$ cat src/rtl/dff_pipe.sv
// Parametrised WIDTH x DEPTH register pipeline with per-stage valid, clock enable,
// synchronous flush, a selectable tap and a registered occupancy count.
module dff_pipe #(
    parameter int                WIDTH   = 8,
    parameter int                DEPTH   = 4,
    parameter logic [WIDTH-1:0]  RST_VAL = '0,
    localparam int               TW      = (DEPTH > 1) ? $clog2(DEPTH) : 1,
    localparam int               CW      = $clog2(DEPTH + 1)
) (
    input  logic             clk,
    input  logic             rst_n,
    input  logic             ce,
    input  logic             clr,
    input  logic [WIDTH-1:0] d,
    input  logic             d_vld,
    input  logic [TW-1:0]    tap_sel,
    output logic [WIDTH-1:0] q,
    output logic             q_vld,
    output logic [WIDTH-1:0] tap_q,
    output logic             tap_vld,
    output logic [CW-1:0]    occ,
    output logic             full,
    output logic             empty
);

    logic [WIDTH-1:0] data_q [DEPTH];
    logic [WIDTH-1:0] data_d [DEPTH];
    logic [DEPTH-1:0] vld_q;
    logic [DEPTH-1:0] vld_d;
    logic [CW-1:0]    occ_q;
    logic [CW-1:0]    occ_d;

    always_comb begin
        // NOTE: every next-state signal gets its hold value first, so no branch can infer a latch.
        data_d = data_q;
        vld_d  = vld_q;
        occ_d  = occ_q;
        if (clr) begin
            for (int i = 0; i < DEPTH; i++) begin
                data_d[i] = RST_VAL;
            end
            vld_d = '0;
            occ_d = '0;
        end else if (ce) begin
            data_d[0] = d;
            vld_d[0]  = d_vld;
            for (int i = 1; i < DEPTH; i++) begin
                data_d[i] = data_q[i-1];
                vld_d[i]  = vld_q[i-1];
            end
            // Incremental count: one word may enter and one may leave per shift.
            occ_d = occ_q + CW'(d_vld) - CW'(vld_q[DEPTH-1]);
        end
    end

    always_ff @(posedge clk) begin
        if (!rst_n) begin
            // NOTE: data stages are reset as well because RST_VAL is visible on q and tap_q.
            for (int i = 0; i < DEPTH; i++) begin
                data_q[i] <= RST_VAL;
            end
            vld_q <= '0;
            occ_q <= '0;
        end else begin
            // NOTE: non-blocking assignments so every stage samples the pre-edge value of its neighbour.
            data_q <= data_d;
            vld_q  <= vld_d;
            occ_q  <= occ_d;
        end
    end

    always_comb begin
        tap_q   = RST_VAL;
        tap_vld = 1'b0;
        for (int i = 0; i < DEPTH; i++) begin
            if (tap_sel == TW'(i)) begin
                tap_q   = data_q[i];
                tap_vld = vld_q[i];
            end
        end
    end

    assign q     = data_q[DEPTH-1];
    assign q_vld = vld_q[DEPTH-1];
    assign occ   = occ_q;
    assign full  = (occ_q == CW'(DEPTH));
    assign empty = (occ_q == '0);

endmodule

$ cat config.mk
export PLATFORM = sky130hd
export DESIGN_NAME = dff_pipe
export DESIGN_NICKNAME = d
export VERILOG_FILES = /design/src/rtl/dff_pipe.sv
export SDC_FILE = /design/constraint.sdc
export NUM_CORES = 1
export LEC_CHECK = 0
export ABC_AREA = 0
export CAP_MARGIN = 10
export CORE_ASPECT_RATIO = 0.5
export CORE_UTILIZATION = 45
export DETAILED_ROUTE_END_ITERATION = 16
export PLACE_DENSITY = 0.75
export SLEW_MARGIN = 15
export SYNTH_ARGS = -nofsm -noshare
export SYNTH_HDL_FRONTEND = slang
export SYNTH_SLANG_ARGS = --single-unit
$ cat constraint.sdc
create_clock -name clk -period 1.7 [get_ports clk]
set_input_delay 0.34 -clock clk [delete_from_list [all_inputs] [get_ports clk]]
set_output_delay 0.34 -clock clk [all_outputs]
set_load 0.02 [all_outputs]
==> impl_metrics.env <==
export IMPL_hold_viol=0
export IMPL_syn_to_final_growth_pct=33.0
export IMPL_worst_pin_slew_ns=0.257
export IMPL_routedWlPerCell_um=13.1
export IMPL_hold_ws_ns=0.486
export IMPL_ant_nets=0
export IMPL_ios=38
export IMPL_postCtsSetupRepairBufs=0
export IMPL_period_share_pct=101
export IMPL_synth_avg_cell_area_um2=11.2
export IMPL_cts_clk_slew_worst_paths_ns=0.07
export IMPL_hold_path_class="input port to flop"
export IMPL_p_per_area_nw_per_um2=835
export IMPL_grt_pass1_vias=1236
export IMPL_ctsLongestPathBuffers=2
export IMPL_p_leak_nw=1.08
export IMPL_initial_core_util_pct=49.2
export IMPL_die_w_um=90.6
export IMPL_ir_worst_vdd_v=0.000435
export IMPL_final_common_cell="nor2_1"
export IMPL_ys_ff_latch=39
export IMPL_rows=15
export IMPL_final_nets=216
export IMPL_cp_required_ns=1.94
export IMPL_relSlewSlack_pct=82.8
export IMPL_status="finished with violations"
export IMPL_seqCellArea_um2=786
export IMPL_utilization_pct=65.5
export IMPL_fin_total_pwr_w=0.00196
export IMPL_fin_crit_ns=1.72
export IMPL_cts_tree="yes"
export IMPL_regToRegStartpoint="occ[0]"
export IMPL_port_buffers=37
export IMPL_syn_num_nets=176
export IMPL_first_pass_iters=4
export IMPL_reg2reg_to="occ[2]"
export IMPL_critPathKind="flop to flop"
export IMPL_min_delay_start="ce"
export IMPL_p_clk_share_pct=43.2
export IMPL_multi_input_area_um2=863
export IMPL_whs_endpoint="data_q[26]"
export IMPL_synthCells=158
export IMPL_grt_setup_unrepaired="yes"
export IMPL_comb_power_share_pct=9.3
export IMPL_endpoint_kind="flop"
export IMPL_switching_share_pct=20.9
export IMPL_min_path_cells=3
export IMPL_n_antenna_cell=0
export IMPL_critPathMaxFanout=2
export IMPL_cts_buffers=5
export IMPL_grt_use_total_pct=17.6
export IMPL_power_frac_seq_pct=47.4
export IMPL_hpwl_um=2280
export IMPL_cts_root_buf="clkbuf_8"
export IMPL_fin_ws_ns=-0.0210
export IMPL_grt_pass1_wl_um=5470
export IMPL_die_y_um=46.3
export IMPL_syn_area_um2=1760
export IMPL_core_area_um2=3580
export IMPL_gp_congestion=0.765
export IMPL_final_cell_mix="39 x nor2_1, 38 x mux2i_1, 37 x dfxtp_1"
export IMPL_drt_initial_drc_count=23
export IMPL_insertion_delay_ns=0.29
export IMPL_rrSetupSlack_ns=-0.02
export IMPL_ys_warnings_count=0
export IMPL_fillCellCount=284
export IMPL_finalSetupViolCount=1
export IMPL_p_int_w=0.00155
export IMPL_clock_sinks=39
export IMPL_drv_slew=0
export IMPL_h_tree_depth=2
export IMPL_drive_above_1_share_pct=26.6
export IMPL_ys_types=16
export IMPL_grt_max_degree=20
export IMPL_dieArea_um2=4190
export IMPL_drcViolationCount=0
export IMPL_worstPathArrival_ns=1.96
export IMPL_routed_via_density=4.90
export IMPL_wirelength_um=3280
export IMPL_via_count=1224
export IMPL_start_kind="flop"
export IMPL_grt_overflow_total=0
export IMPL_drv_cap=0
export IMPL_r2r_cells=8
export IMPL_antenna_found_initial=0
export IMPL_final_setup_skew_ns=0.00382
export IMPL_timing_fmax_mhz=581
export IMPL_p_sw_w=0.000410
export IMPL_ys_seq_area_share_pct=44.3
export IMPL_violations="setup timing"
sequential cells by signal, indices dropped and copies added (netlist names):
register and flops:
data_q 24, q 8, vld_q 4, occ 3
layout make-up:
class | count | area share, %
Clock inverter | 1 | 1.28
Timing Repair Buffer | 52 | 20.8
Tap cell | 51 | 2.72
Clock buffer | 7 | 4.16
Multi-Input combinational cell | 95 | 36.8
Sequential cell | 39 | 33.5
Inverter | 5 | 0.800
per-stage QoR:
| step | TNS, ns | setup WS (ns) | cells | cell area (um2) |
|---|---|---|---|---|
| floorplan | -0.0706 | -0.0706 | 158 | 1800 |
| global placement | -6.27 | -0.685 | 242 | 2250 |
| detailed placement | -6.36 | -0.699 | 242 | 2250 |
| CTS | -0.0379 | -0.0379 | 250 | 2350 |
| global route | -0.113 | -0.113 | 250 | 2350 |
| finish | -0.0210 | -0.0210 | 250 | 2350 |
cell families (layout without fill, tap and decap cells):
family	after synthesis	in the layout	synth area share, %
fa+ha+maj	3	3	2.55
mux	47	47	33.0
compound gates	2	2	1.21
xor+xnor	1	1	0.497
flops	39	39	44.3
buf+inv	24	65	8.79
simple gates	42	42	9.65
Yosys cell counts, drive strengths merged:
master | number | share of area (%)
dfxtp | 39 | 44
nor2 | 39 | 8.3
mux2i | 38 | 22
buf | 18 | 7.5
mux4 | 9 | 11
inv | 5 | 1.1
ha | 2 | 1.4
nor3 | 2 | 0.57
a211oi | 1 | 0.71
a31o | 1 | 0.50
clkbuf | 1 | 0.21
fa | 1 | 1.1
nand2b | 1 | 0.78
xnor2 | 1 | 0.50
worst max-delay path, cell delays in order (launching register included):
cell and delay (ns):
dfxtp_4 0.35, inv_2 0.04, ha_4 0.25, inv_2 0.04, ha_4 0.15, fa_2 0.35, xnor2_2 0.15, a211oi_2 0.23
a31o_1 0.12
power by group through the flow:
stage                     clock (W)  sequential [W]  combinational (W)
final                      0.000848        0.000930           0.000183
after global routing       0.000906        0.000931           0.000196
after CTS                  0.000871        0.000930           0.000186
after detailed placement          0        0.000951           0.000187
after global placement            0        0.000951           0.000186
after floorplan                   0        0.000951           0.000112
per-layer routing:
| metal | track usage (%) | vias up | part of all wire, % |
|---|---|---|---|
| met5 | 0 | - | 0 |
| met4 | 11.6 | 0 | 2.1 |
| met3 | 5.12 | 5 | 3.4 |
| met2 | 30.8 | 14 | 49 |
| met1 | 20.0 | 594 | 46 |
| li1 | - | 611 | - |
what timing repair did:
| item | CTS | global route |
|---|---|---|
| endpoints found under the setup margin | 14 | 9 |
| gates resized for setup | 49 | 7 |
| pin swaps | 3 | 0 |
| hold buffers | 0 | 0 |
worst max-delay path by stage:
stage / start / end / slack, ns / cells past startpoint
after floorplan: occ[0] / occ[2] / -0.07 / 8
after global placement: tap_sel[1] / tap_q[1] / -0.68 / 3
after detailed placement: tap_sel[0] / tap_q[6] / -0.70 / 4
after CTS: occ[0] / occ[2] / -0.04 / 8
after global routing: occ[0] / occ[2] / -0.11 / 8
final: occ[0] / occ[2] / -0.02 / 8
(Power assumes the default switching activity.)
